**src/rtl/aes_pkg.sv**
```systemverilog
// Shared AES types, constants and helpers for the key schedule and cipher core.
package aes_pkg;

   typedef logic [31:0] word_t;

   typedef enum logic [1:0] {
      IDLE,
      LOAD,
      EXPAND,
      FINISH
   } ks_state_t;

   localparam logic [7:0] RCON [1:10] = '{
      8'h01, 8'h02, 8'h04, 8'h08, 8'h10, 8'h20, 8'h40, 8'h80, 8'h1b, 8'h36
   };

   localparam logic [7:0] SBOX [256] = '{
      8'h63, 8'h7c, 8'h77, 8'h7b, 8'hf2, 8'h6b, 8'h6f, 8'hc5,
      8'h30, 8'h01, 8'h67, 8'h2b, 8'hfe, 8'hd7, 8'hab, 8'h76,
      8'hca, 8'h82, 8'hc9, 8'h7d, 8'hfa, 8'h59, 8'h47, 8'hf0,
      8'had, 8'hd4, 8'ha2, 8'haf, 8'h9c, 8'ha4, 8'h72, 8'hc0,
      8'hb7, 8'hfd, 8'h93, 8'h26, 8'h36, 8'h3f, 8'hf7, 8'hcc,
      8'h34, 8'ha5, 8'he5, 8'hf1, 8'h71, 8'hd8, 8'h31, 8'h15,
      8'h04, 8'hc7, 8'h23, 8'hc3, 8'h18, 8'h96, 8'h05, 8'h9a,
      8'h07, 8'h12, 8'h80, 8'he2, 8'heb, 8'h27, 8'hb2, 8'h75,
      8'h09, 8'h83, 8'h2c, 8'h1a, 8'h1b, 8'h6e, 8'h5a, 8'ha0,
      8'h52, 8'h3b, 8'hd6, 8'hb3, 8'h29, 8'he3, 8'h2f, 8'h84,
      8'h53, 8'hd1, 8'h00, 8'hed, 8'h20, 8'hfc, 8'hb1, 8'h5b,
      8'h6a, 8'hcb, 8'hbe, 8'h39, 8'h4a, 8'h4c, 8'h58, 8'hcf,
      8'hd0, 8'hef, 8'haa, 8'hfb, 8'h43, 8'h4d, 8'h33, 8'h85,
      8'h45, 8'hf9, 8'h02, 8'h7f, 8'h50, 8'h3c, 8'h9f, 8'ha8,
      8'h51, 8'ha3, 8'h40, 8'h8f, 8'h92, 8'h9d, 8'h38, 8'hf5,
      8'hbc, 8'hb6, 8'hda, 8'h21, 8'h10, 8'hff, 8'hf3, 8'hd2,
      8'hcd, 8'h0c, 8'h13, 8'hec, 8'h5f, 8'h97, 8'h44, 8'h17,
      8'hc4, 8'ha7, 8'h7e, 8'h3d, 8'h64, 8'h5d, 8'h19, 8'h73,
      8'h60, 8'h81, 8'h4f, 8'hdc, 8'h22, 8'h2a, 8'h90, 8'h88,
      8'h46, 8'hee, 8'hb8, 8'h14, 8'hde, 8'h5e, 8'h0b, 8'hdb,
      8'he0, 8'h32, 8'h3a, 8'h0a, 8'h49, 8'h06, 8'h24, 8'h5c,
      8'hc2, 8'hd3, 8'hac, 8'h62, 8'h91, 8'h95, 8'he4, 8'h79,
      8'he7, 8'hc8, 8'h37, 8'h6d, 8'h8d, 8'hd5, 8'h4e, 8'ha9,
      8'h6c, 8'h56, 8'hf4, 8'hea, 8'h65, 8'h7a, 8'hae, 8'h08,
      8'hba, 8'h78, 8'h25, 8'h2e, 8'h1c, 8'ha6, 8'hb4, 8'hc6,
      8'he8, 8'hdd, 8'h74, 8'h1f, 8'h4b, 8'hbd, 8'h8b, 8'h8a,
      8'h70, 8'h3e, 8'hb5, 8'h66, 8'h48, 8'h03, 8'hf6, 8'h0e,
      8'h61, 8'h35, 8'h57, 8'hb9, 8'h86, 8'hc1, 8'h1d, 8'h9e,
      8'he1, 8'hf8, 8'h98, 8'h11, 8'h69, 8'hd9, 8'h8e, 8'h94,
      8'h9b, 8'h1e, 8'h87, 8'he9, 8'hce, 8'h55, 8'h28, 8'hdf,
      8'h8c, 8'ha1, 8'h89, 8'h0d, 8'hbf, 8'he6, 8'h42, 8'h68,
      8'h41, 8'h99, 8'h2d, 8'h0f, 8'hb0, 8'h54, 8'hbb, 8'h16
   };

   // Cyclic left rotate by one byte: {a0,a1,a2,a3} -> {a1,a2,a3,a0}.
   function automatic word_t rot_word(input word_t i_w);
      return {i_w[23:0], i_w[31:24]};
   endfunction

   // Round constant for rounds 1..10; zero for any other counter value.
   function automatic logic [7:0] rcon_lookup(input logic [3:0] i_round);
      logic [7:0] v_rc;
      v_rc = 8'h00;
      for (int i = 1; i <= 10; i++) begin
         if (i_round == 4'(i)) v_rc = RCON[i];
      end
      return v_rc;
   endfunction

endpackage

```
**src/rtl/aes_subword.sv**
```systemverilog
// SubWord: four parallel S-box lookups on a 32-bit word.
module aes_subword
   import aes_pkg::*;
(
   input  word_t i_word,
   output word_t o_word
);

   assign o_word = {SBOX[i_word[31:24]], SBOX[i_word[23:16]],
                    SBOX[i_word[15:8]],  SBOX[i_word[7:0]]};

endmodule

```
**src/rtl/aes_key_schedule.sv**
```systemverilog
// Iterative AES-128 key expansion: one round key per clock, full schedule held
// on KEYSCHEDULE and qualified by DONE.
module aes_key_schedule
   import aes_pkg::*;
#(
   parameter int unsigned ROUNDS = 10
) (
   input  logic            CLK,
   input  logic            RESET_N,
   input  logic            START,
   input  logic [127:0]    KEY,
   output logic            BUSY,
   output logic            DONE,
   output logic [1407:0]   KEYSCHEDULE
);

   localparam logic [3:0] LAST_ROUND = 4'(ROUNDS);

   if (ROUNDS != 10) begin : g_bad_rounds
      $error("aes_key_schedule: only ROUNDS = 10 (AES-128) is supported");
   end

   ks_state_t       r_state, w_state_d;
   logic [3:0]      r_round, w_round_d;
   logic [127:0]    r_work,  w_work_d;
   logic [1407:0]   r_ks,    w_ks_d;
   logic            r_busy,  w_busy_d;
   logic            r_done,  w_done_d;

   word_t           w_rot, w_sub, w_temp;
   word_t           w_n0, w_n1, w_n2, w_n3;
   logic [127:0]    w_new;

   // Shared single-word S-box path for the round function.
   aes_subword u_subword (
      .i_word (w_rot),
      .o_word (w_sub)
   );

   // Next round key from the working register (w0 at [127:96], w3 at [31:0]).
   always_comb begin
      w_rot  = rot_word(r_work[31:0]);
      w_temp = w_sub ^ {rcon_lookup(r_round), 24'h0};
      w_n0   = r_work[127:96] ^ w_temp;
      w_n1   = r_work[95:64]  ^ w_n0;
      w_n2   = r_work[63:32]  ^ w_n1;
      w_n3   = r_work[31:0]   ^ w_n2;
      w_new  = {w_n0, w_n1, w_n2, w_n3};
   end

   // Next-state and registered-output logic.
   always_comb begin
      w_state_d = r_state;
      w_round_d = r_round;
      w_work_d  = r_work;
      w_ks_d    = r_ks;
      w_busy_d  = r_busy;
      w_done_d  = r_done;
      case (r_state)
         IDLE: begin
            w_busy_d = 1'b0;
            w_done_d = 1'b0;
            if (START) begin
               w_state_d           = LOAD;
               w_work_d            = KEY;
               w_ks_d[1407 -: 128] = KEY;
               w_round_d           = 4'd1;
               w_busy_d            = 1'b1;
            end
         end
         // LOAD already computes round 1 so round r lands on edge k+r.
         LOAD, EXPAND: begin
            if (r_round == 4'd0 || r_round > LAST_ROUND) begin
               w_state_d = IDLE;
               w_round_d = 4'd0;
               w_busy_d  = 1'b0;
               w_done_d  = 1'b0;
            end else begin
               for (int s = 1; s <= 10; s++) begin
                  if (r_round == 4'(s)) w_ks_d[1407 - 128*s -: 128] = w_new;
               end
               w_work_d = w_new;
               if (r_round == LAST_ROUND) begin
                  w_state_d = FINISH;
                  w_busy_d  = 1'b0;
                  w_done_d  = 1'b1;
               end else begin
                  w_state_d = EXPAND;
                  w_round_d = r_round + 4'd1;
                  w_busy_d  = 1'b1;
               end
            end
         end
         FINISH: begin
            w_busy_d = 1'b0;
            w_done_d = 1'b1;
            if (!START) begin
               w_state_d = IDLE;
               w_round_d = 4'd0;
               w_done_d  = 1'b0;
            end
         end
         default: begin
            w_state_d = IDLE;
            w_round_d = 4'd0;
            w_busy_d  = 1'b0;
            w_done_d  = 1'b0;
         end
      endcase
   end

   // State and output registers; reset aborts any expansion in progress.
   always_ff @(posedge CLK or negedge RESET_N) begin
      if (!RESET_N) begin
         r_state <= IDLE;
         r_round <= 4'd0;
         r_work  <= '0;
         r_ks    <= '0;
         r_busy  <= 1'b0;
         r_done  <= 1'b0;
      end else begin
         r_state <= w_state_d;
         r_round <= w_round_d;
         r_work  <= w_work_d;
         r_ks    <= w_ks_d;
         r_busy  <= w_busy_d;
         r_done  <= w_done_d;
      end
   end

   assign BUSY        = r_busy;
   assign DONE        = r_done;
   assign KEYSCHEDULE = r_ks;

endmodule

```
**config.mk**
```make
export PLATFORM = sky130hd
export DESIGN_NAME = aes_key_schedule
export DESIGN_NICKNAME = d
export VERILOG_FILES = /design/src/rtl/aes_pkg.sv /design/src/rtl/aes_subword.sv /design/src/rtl/aes_key_schedule.sv
export SDC_FILE = /design/constraint.sdc
export NUM_CORES = 2
export LEC_CHECK = 0
export CORE_AREA = 5 5 603 605
export CTS_BUF_LIST = sky130_fd_sc_hd__clkbuf_4 sky130_fd_sc_hd__clkbuf_8
export DETAILED_ROUTE_END_ITERATION = 7
export DIE_AREA = 0 0 608 610
export PLACE_DENSITY = 0.38
export SYNTH_ARGS = -nofsm -noshare
export SYNTH_HDL_FRONTEND = slang
export SYNTH_SLANG_ARGS = --single-unit
```
**constraint.sdc**
```tcl
create_clock -name CLK -period 6.57 [get_ports CLK]
set_input_delay 1.314 -clock CLK [delete_from_list [all_inputs] [get_ports CLK]]
set_output_delay 1.314 -clock CLK [all_outputs]
set_load 0.03 [all_outputs]
```
* Word-level counts from Yosys, hierarchy flattened
Memories as Yosys holds them, arrays and structs flattened.
Index checks and enable logic that the tools add are counted.
** Cells by class
- Add/sub/neg operators :: 1
- Mux-type cells :: 38
- Reduce and logical (&&, ||, !) cells :: 19
- Order comparisons :: 5
- Eq/ne operators :: 18
- Bitwise logic cells :: 10
** Operators by type and width (count)
- 2-to-1 mux 128 bit :: 2
- case mux 128 bit (2 select lines) :: 1
- bitwise XOR 32 bit :: 5
- 2-to-1 mux 8 bit :: 16
- greater-or-equal comparator 9 bit (second input constant) :: 4
- inverter 8 -> 9 bit :: 4
- AND reduction 3 bit :: 12
- == test 4 x 3 -> 1 bit (second input constant) :: 4
- 2-to-1 mux 4 bit :: 4
- == test 4 bit (second input constant) :: 3
- case mux 4 bit (3 select lines) :: 1
- == test 4 x 2 -> 1 bit (second input constant) :: 2
- 2-to-1 mux 2 bit :: 4
- 2-to-1 mux 1 bit :: 7
- != test 2 bit (second input constant) :: 3
- != test 3 bit (second input constant) :: 2
- case mux 1 bit (3 select lines) :: 2
- case mux 2 bit (3 select lines) :: 1
- adder 4 x 1 -> 4 bit (second input constant) :: 1
- == test 2 bit (second input constant) :: 2
- == test 4 x 1 -> 1 bit (second input constant) :: 1
- > comparator 4 bit (second input constant) :: 1
- logical NOT 4 bit :: 1
- AND reduction 2 bit :: 2
- other kinds (6) :: 6
** Storage, ports and cells
- Output and inout port bits :: 1410
- Memory bits (read-only) :: 8192
- Input port bits :: 131
- Word-level logic and storage cells :: 111
- Memories kept :: 4
- Register bits after elaboration :: 1544
** Memories
- (name not given) :: depth 256, width 8, rd ports 1, clocked after Yosys merged registers in 0, wr ports 0, line aes_subword.sv:9 : assign o_word = {SBOX[i_word[31:24]], SBOX[i_word[23:16]],
- (name not given) :: depth 256, width 8, rd ports 1, clocked after Yosys merged registers in 0, wr ports 0, line aes_subword.sv:9
- (name not given) :: depth 256, width 8, rd ports 1, clocked after Yosys merged registers in 0, wr ports 0, line aes_subword.sv:10 : SBOX[i_word[15:8]], SBOX[i_word[7:0]]};
- (name not given) :: depth 256, width 8, rd ports 1, clocked after Yosys merged registers in 0, wr ports 0, line aes_subword.sv:10

* Longest topological paths before layout
- Depth after elaboration :: 18
- Depth in mapped cells :: 17
- Mapped depth without buffers :: 13

* Modules after synthesis
From an unflattened synthesis, not the netlist that was laid out.
** Unflattened totals
- Cells, all modules :: 8015
- Area, all modules :: 71811.4 µm²
** By module, submodules not included
- aes_key_schedule :: cells an instance 5789, area an instance 58327.2 µm², seq. area each 38637.1 µm², times used 1
- aes_subword :: cells an instance 2226, area an instance 13484.2 µm², seq. area each 0.0 µm², times used 1

* Worst setup path before layout
No wires, ideal clock.
- Path kind :: register to register
- From :: register r_work[25]
- To :: register r_work[3]
- Cell stages (with the launch flop) :: 16
- Slack :: 2032 ps
- Period minus slack after synthesis :: 4538 ps
- Library setup time :: 69 ps
- Data arrival time :: 4468 ps
- Path buffers :: 5
- Data required time :: 6501 ps
- Cell sequence :: dfrtp_1 -> buf_2 -> clkbuf_1 -> buf_2 -> inv_1 -> ha_1 -> buf_2 -> clkbuf_1 -> nor2_1 -> a211o_1 -> mux4_2 -> o2111a_1 -> or4_4 -> xnor2_4 -> or4_1 -> nand3_1
** On the way
- Word-level cells in the longest chain between the ends :: 11
** Ends and longest elaborated chain
- start, declared :: line aes_key_schedule.sv:25 : logic [127:0] r_work, w_work_d;
- start signal, assigned :: line aes_key_schedule.sv:124 : r_work <= w_work_d;
- inverter 8 -> 9 bit (not written as such) :: line aes_subword.sv:10
- memory read (256 x 8 bit)
- 2-to-1 mux 8 bit (not written as such) (2 in series) :: line aes_subword.sv:10
- bitwise XOR 32 bit :: line aes_key_schedule.sv:43 : w_temp = w_sub ^ {rcon_lookup(r_round), 24'h0};
- bitwise XOR 32 bit :: line aes_key_schedule.sv:44 : w_n0 = r_work[127:96] ^ w_temp;
- bitwise XOR 32 bit :: line aes_key_schedule.sv:45 : w_n1 = r_work[95:64] ^ w_n0;
- bitwise XOR 32 bit :: line aes_key_schedule.sv:46 : w_n2 = r_work[63:32] ^ w_n1;
- bitwise XOR 32 bit :: line aes_key_schedule.sv:47 : w_n3 = r_work[31:0] ^ w_n2;
- 2-to-1 mux 128 bit :: line aes_key_schedule.sv:73 : if (r_round == 4'd0 || r_round > LAST_ROUND) begin
- case mux 128 bit (2 select lines) :: line aes_key_schedule.sv:59 : case (r_state)
No other way between the ends. The select of a mux whose other input is x is not followed.
A chain may end at the register's enable or synchronous reset.

* Final worst setup path
- From :: register r_work[1]
- To :: register r_ks[15] (netlist: KEYSCHEDULE[15])
** On the way
- Word-level cells in the longest chain between the ends :: 9
** Ends and longest elaborated chain
- inverter 8 -> 9 bit (not written as such) :: line aes_subword.sv:10
- memory read (256 x 8 bit)
- 2-to-1 mux 8 bit (not written as such) (2 in series) :: line aes_subword.sv:10
- bitwise XOR 32 bit :: line aes_key_schedule.sv:43
- bitwise XOR 32 bit :: line aes_key_schedule.sv:44
- bitwise XOR 32 bit :: line aes_key_schedule.sv:45
- bitwise XOR 32 bit :: line aes_key_schedule.sv:46
- bitwise XOR 32 bit :: line aes_key_schedule.sv:47
- end signal, assigned :: line aes_key_schedule.sv:125 : r_ks <= w_ks_d;
- end, declared :: line aes_key_schedule.sv:26 : logic [1407:0] r_ks, w_ks_d;
No other way between the ends. The select of a mux whose other input is x is not followed.

==> summary.txt <==
Layout
  • Fill cell count: 37,780
  • Nets: around 9,200
  • Share of cells above drive strength 1: between 10% and 20%
  • Final std cell area, no fill: around 100,000 um^2
  • Area Growth Syn to Fin: 39.01%

Synth
  • Post-synth top area share: a little over half
  • Post-Syn Area: between 70,000 and 80,000 um^2
  • Post-synth EDFFs: 0
  • Post-synthesis sequential area ratio: between 50% and 60%
  • Synth Register Bits: between 1,500 and 2,000
  • Top cells by area, synth: dfrtp_1 (53%), o21ai_0 (10%), nand2_1 (7.9%)
  • Most instantiated library cell after synthesis: dfrtp_1
  • Post-Syn Area per Cell: approximately 9.6 um^2
  • Async SR Flop Fraction: between 90% and 100%
  • Dominant cell type by area after synthesis: dfrtp_1
  • Main flop type after synthesis: dfrtp_1
  • Synth Instances: 7,636
  • Synth warn: 0
  • Syn_nets: around 7,800
  • Library cells used by synthesis: 101
  • Top cells by count, synth: dfrtp_1 (1,544), nand2_1 (1,534), o21ai_0 (1,473)

Outcome
  • Status: finished clean

Clocking
  • Post-CTS Setup Inserts: 0
  • Total CTS buffers: 309
  • CTS clk-pin slew, worst paths: ~60 ps
  • H-tree depth reported by CTS: 5
  • Sink Count: 1,544
  • Root Driver: clkbuf_8
  • Hold bufs inserted after CTS: 0
  • Clk_lat worst skew: around 1100 ps
  • CTS Buffer Depth: 4
  • Post-CTS sizing: 0
  • CTS tree: built

Critical path
  • CP startpoint kind: flip-flop
  • Crit path launch: r_work[1]$_DFFE_PN0P_
  • RR Startpoint: r_work[1]$_DFFE_PN0P_
  • Critical path required time: around 7400 ps
  • Crit path max fanout: 13
  • Crit end category: flip-flop
  • Kind of critical path: reg2reg
  • Worst EP arrival: about 6400 ps

Timing
  • Max-slew headroom: about a tenth
  • Fin Setup TNS: 0 ps
  • RSZ-0062 raised after global routing: false
  • Tcrit/Tclk final: around 85%
  • Final Setup Violations: 0
  • Fin. Hold Viols: 0
  • Final Skew: between 100 and 150 ps
  • Period minus WS final: between 5000 and 6000 ps
  • Slew @ Worst Pin: 1339 ps
  • Fmax: ~180 MHz
  • Final Slew Violations: 0
  • Worst hold margin: just over 300 ps

Drt
  • Routed vias: 67,340
  • DR vias/cell: around 4.8
  • Initial DRC count: 6,331
  • Final antenna-violating net count: 0
  • WL per Instance: about 34 um
  • 1st-pass router iterations: 8
  • DRC viols: 0
  • Post-Route WL: around 480,000 um

Floorplan
  • DIE WIDTH: ~610 um
  • Total core area: around 360,000 um^2
  • Die area: 370,900 um^2
  • Initial core utilization: between 20 and 25%
  • Io pins: roughly 1,500
  • Site Rows: 220
  • Die Y: between 600 and 700 um

GRT
  • Vias in the first global route: 65,890
  • Largest net degree at the start of global routing: approximately 170
  • First-pass GRT wire length: 636,200 um
  • Total gr overflow: 0
  • GRT Overall Usage: about 25%
  • Initial antenna violation count: 63

Placement
  • GPL Wtd Cong: just over 0.9
  • DP Wirelength: ~360,000 um
  • # port buffers: ~1,500
  • Placed Area: 95,220 um^2

Run
  • # Max-Cap Violations: 0

Min path
  • Worst hold path class: in2async
[stage by stage]
stage	util (%)	worst slack [ps]	std cells
4_1_cts	28.47	848.1	14030
2_1_floorplan	-	2032	7636
3_3_place_gp	26.61	760.7	13500
5_1_grt	28.48	748.0	14040
3_5_place_dp	26.63	834.6	13500
6_report	28.50	1011	14070
[cell families after synthesis]
kind of cell	count (synthesis)	synth area share, %
adder cells (fa/ha/maj)	78	1.342
AND/OR/NAND/NOR	2310	13.78
XOR/XNOR	182	2.820
flip-flops	1544	52.71
buffers and inverters	813	4.551
AO/OA/AOI/OAI	2384	19.03
multiplexers	325	5.774
[state kept, by name (all words and copies together) (netlist names)]
name	cells
DONE	1
BUSY	1
KEYSCHEDULE	1408
r_work	128
r_state	2
r_round	4
[worst max-delay path: stages (launching register included)]
cell      delay (ps)
dfrtp_1          410
inv_2             80
buf_4            320
ha_1             770
nand2_1          370
nand3_1          170
nand2_1          100
mux4_2           530
a311oi_2         510
xnor3_1          390
xor2_4           160
buf_4            330
xor2_2           900
o21ai_0          230
[path summary, 6_finish.rpt]
| kind | to | slack (ps) | cells after the start |
|---|---|---|---|
| worst max-delay path | KEYSCHEDULE[15]$_DFFE_PN0P_ | 1010 | 13 |
| worst min-delay path | KEYSCHEDULE[621]$_DFFE_PN0P_ | 310 | 1 |
| worst max register to register | KEYSCHEDULE[15]$_DFFE_PN0P_ | 1010 | 13 |
| worst min register to register | KEYSCHEDULE[638]$_DFFE_PN0P_ | 470 | 2 |
| max in group asynchronous | KEYSCHEDULE[632]$_DFFE_PN0P_ | 4360 | 3 |
| min in group CLK | KEYSCHEDULE[638]$_DFFE_PN0P_ | 470 | 2 |
[routing by layer]
layer | GRT usage [%] | vias to the layer above | wire length (um)
met1 | 31.56 | 34420 | 200800
li1 | - | 29640 | -
met3 | 4.912 | 583 | 29400
met5 | 0 | - | 87
met2 | 41.72 | 2683 | 229800
met4 | 8.509 | 14 | 18880
[cell usage in the layout, fill, tap and decap left out, types with 35 or more instances in the layout]
cell and n:
a211oi_1 53, a21oi_1 228, a311oi_1 37, a31oi_1 53, buf_4 268, clkbuf_4 109
clkbuf_8 380, clkdlybuf4s50_1 1539, dfrtp_1 1531, diode_2 35, ha_1 76, inv_1 53
mux2_2 153, mux2i_1 109, mux4_2 63, nand2_1 1524, nand2b_1 86, nand3_1 104
nor2_1 177, nor2b_1 90, nor3_1 89, o211ai_1 35, o21ai_0 1473, o22ai_1 105
o311ai_0 49, xnor2_1 46, xnor2_2 56
[final cells by class]
cell class	instances	area, um^2	area share [%]
Sequential cell	1544	38670	37.95
Multi-Input combinational cell	5279	32340	31.74
Timing Repair Buffer	1836	17990	17.65
Clock buffer	489	6048	5.936
Tap cell	4773	5972	5.861
Clock inverter	47	544.3	0.5341
Inverter	66	247.7	0.2431
Antenna cell	35	87.58	0.08595
Power is not shown: default switching activity piles up to over one toggle a cycle in this logic, so the estimate is an artifact.
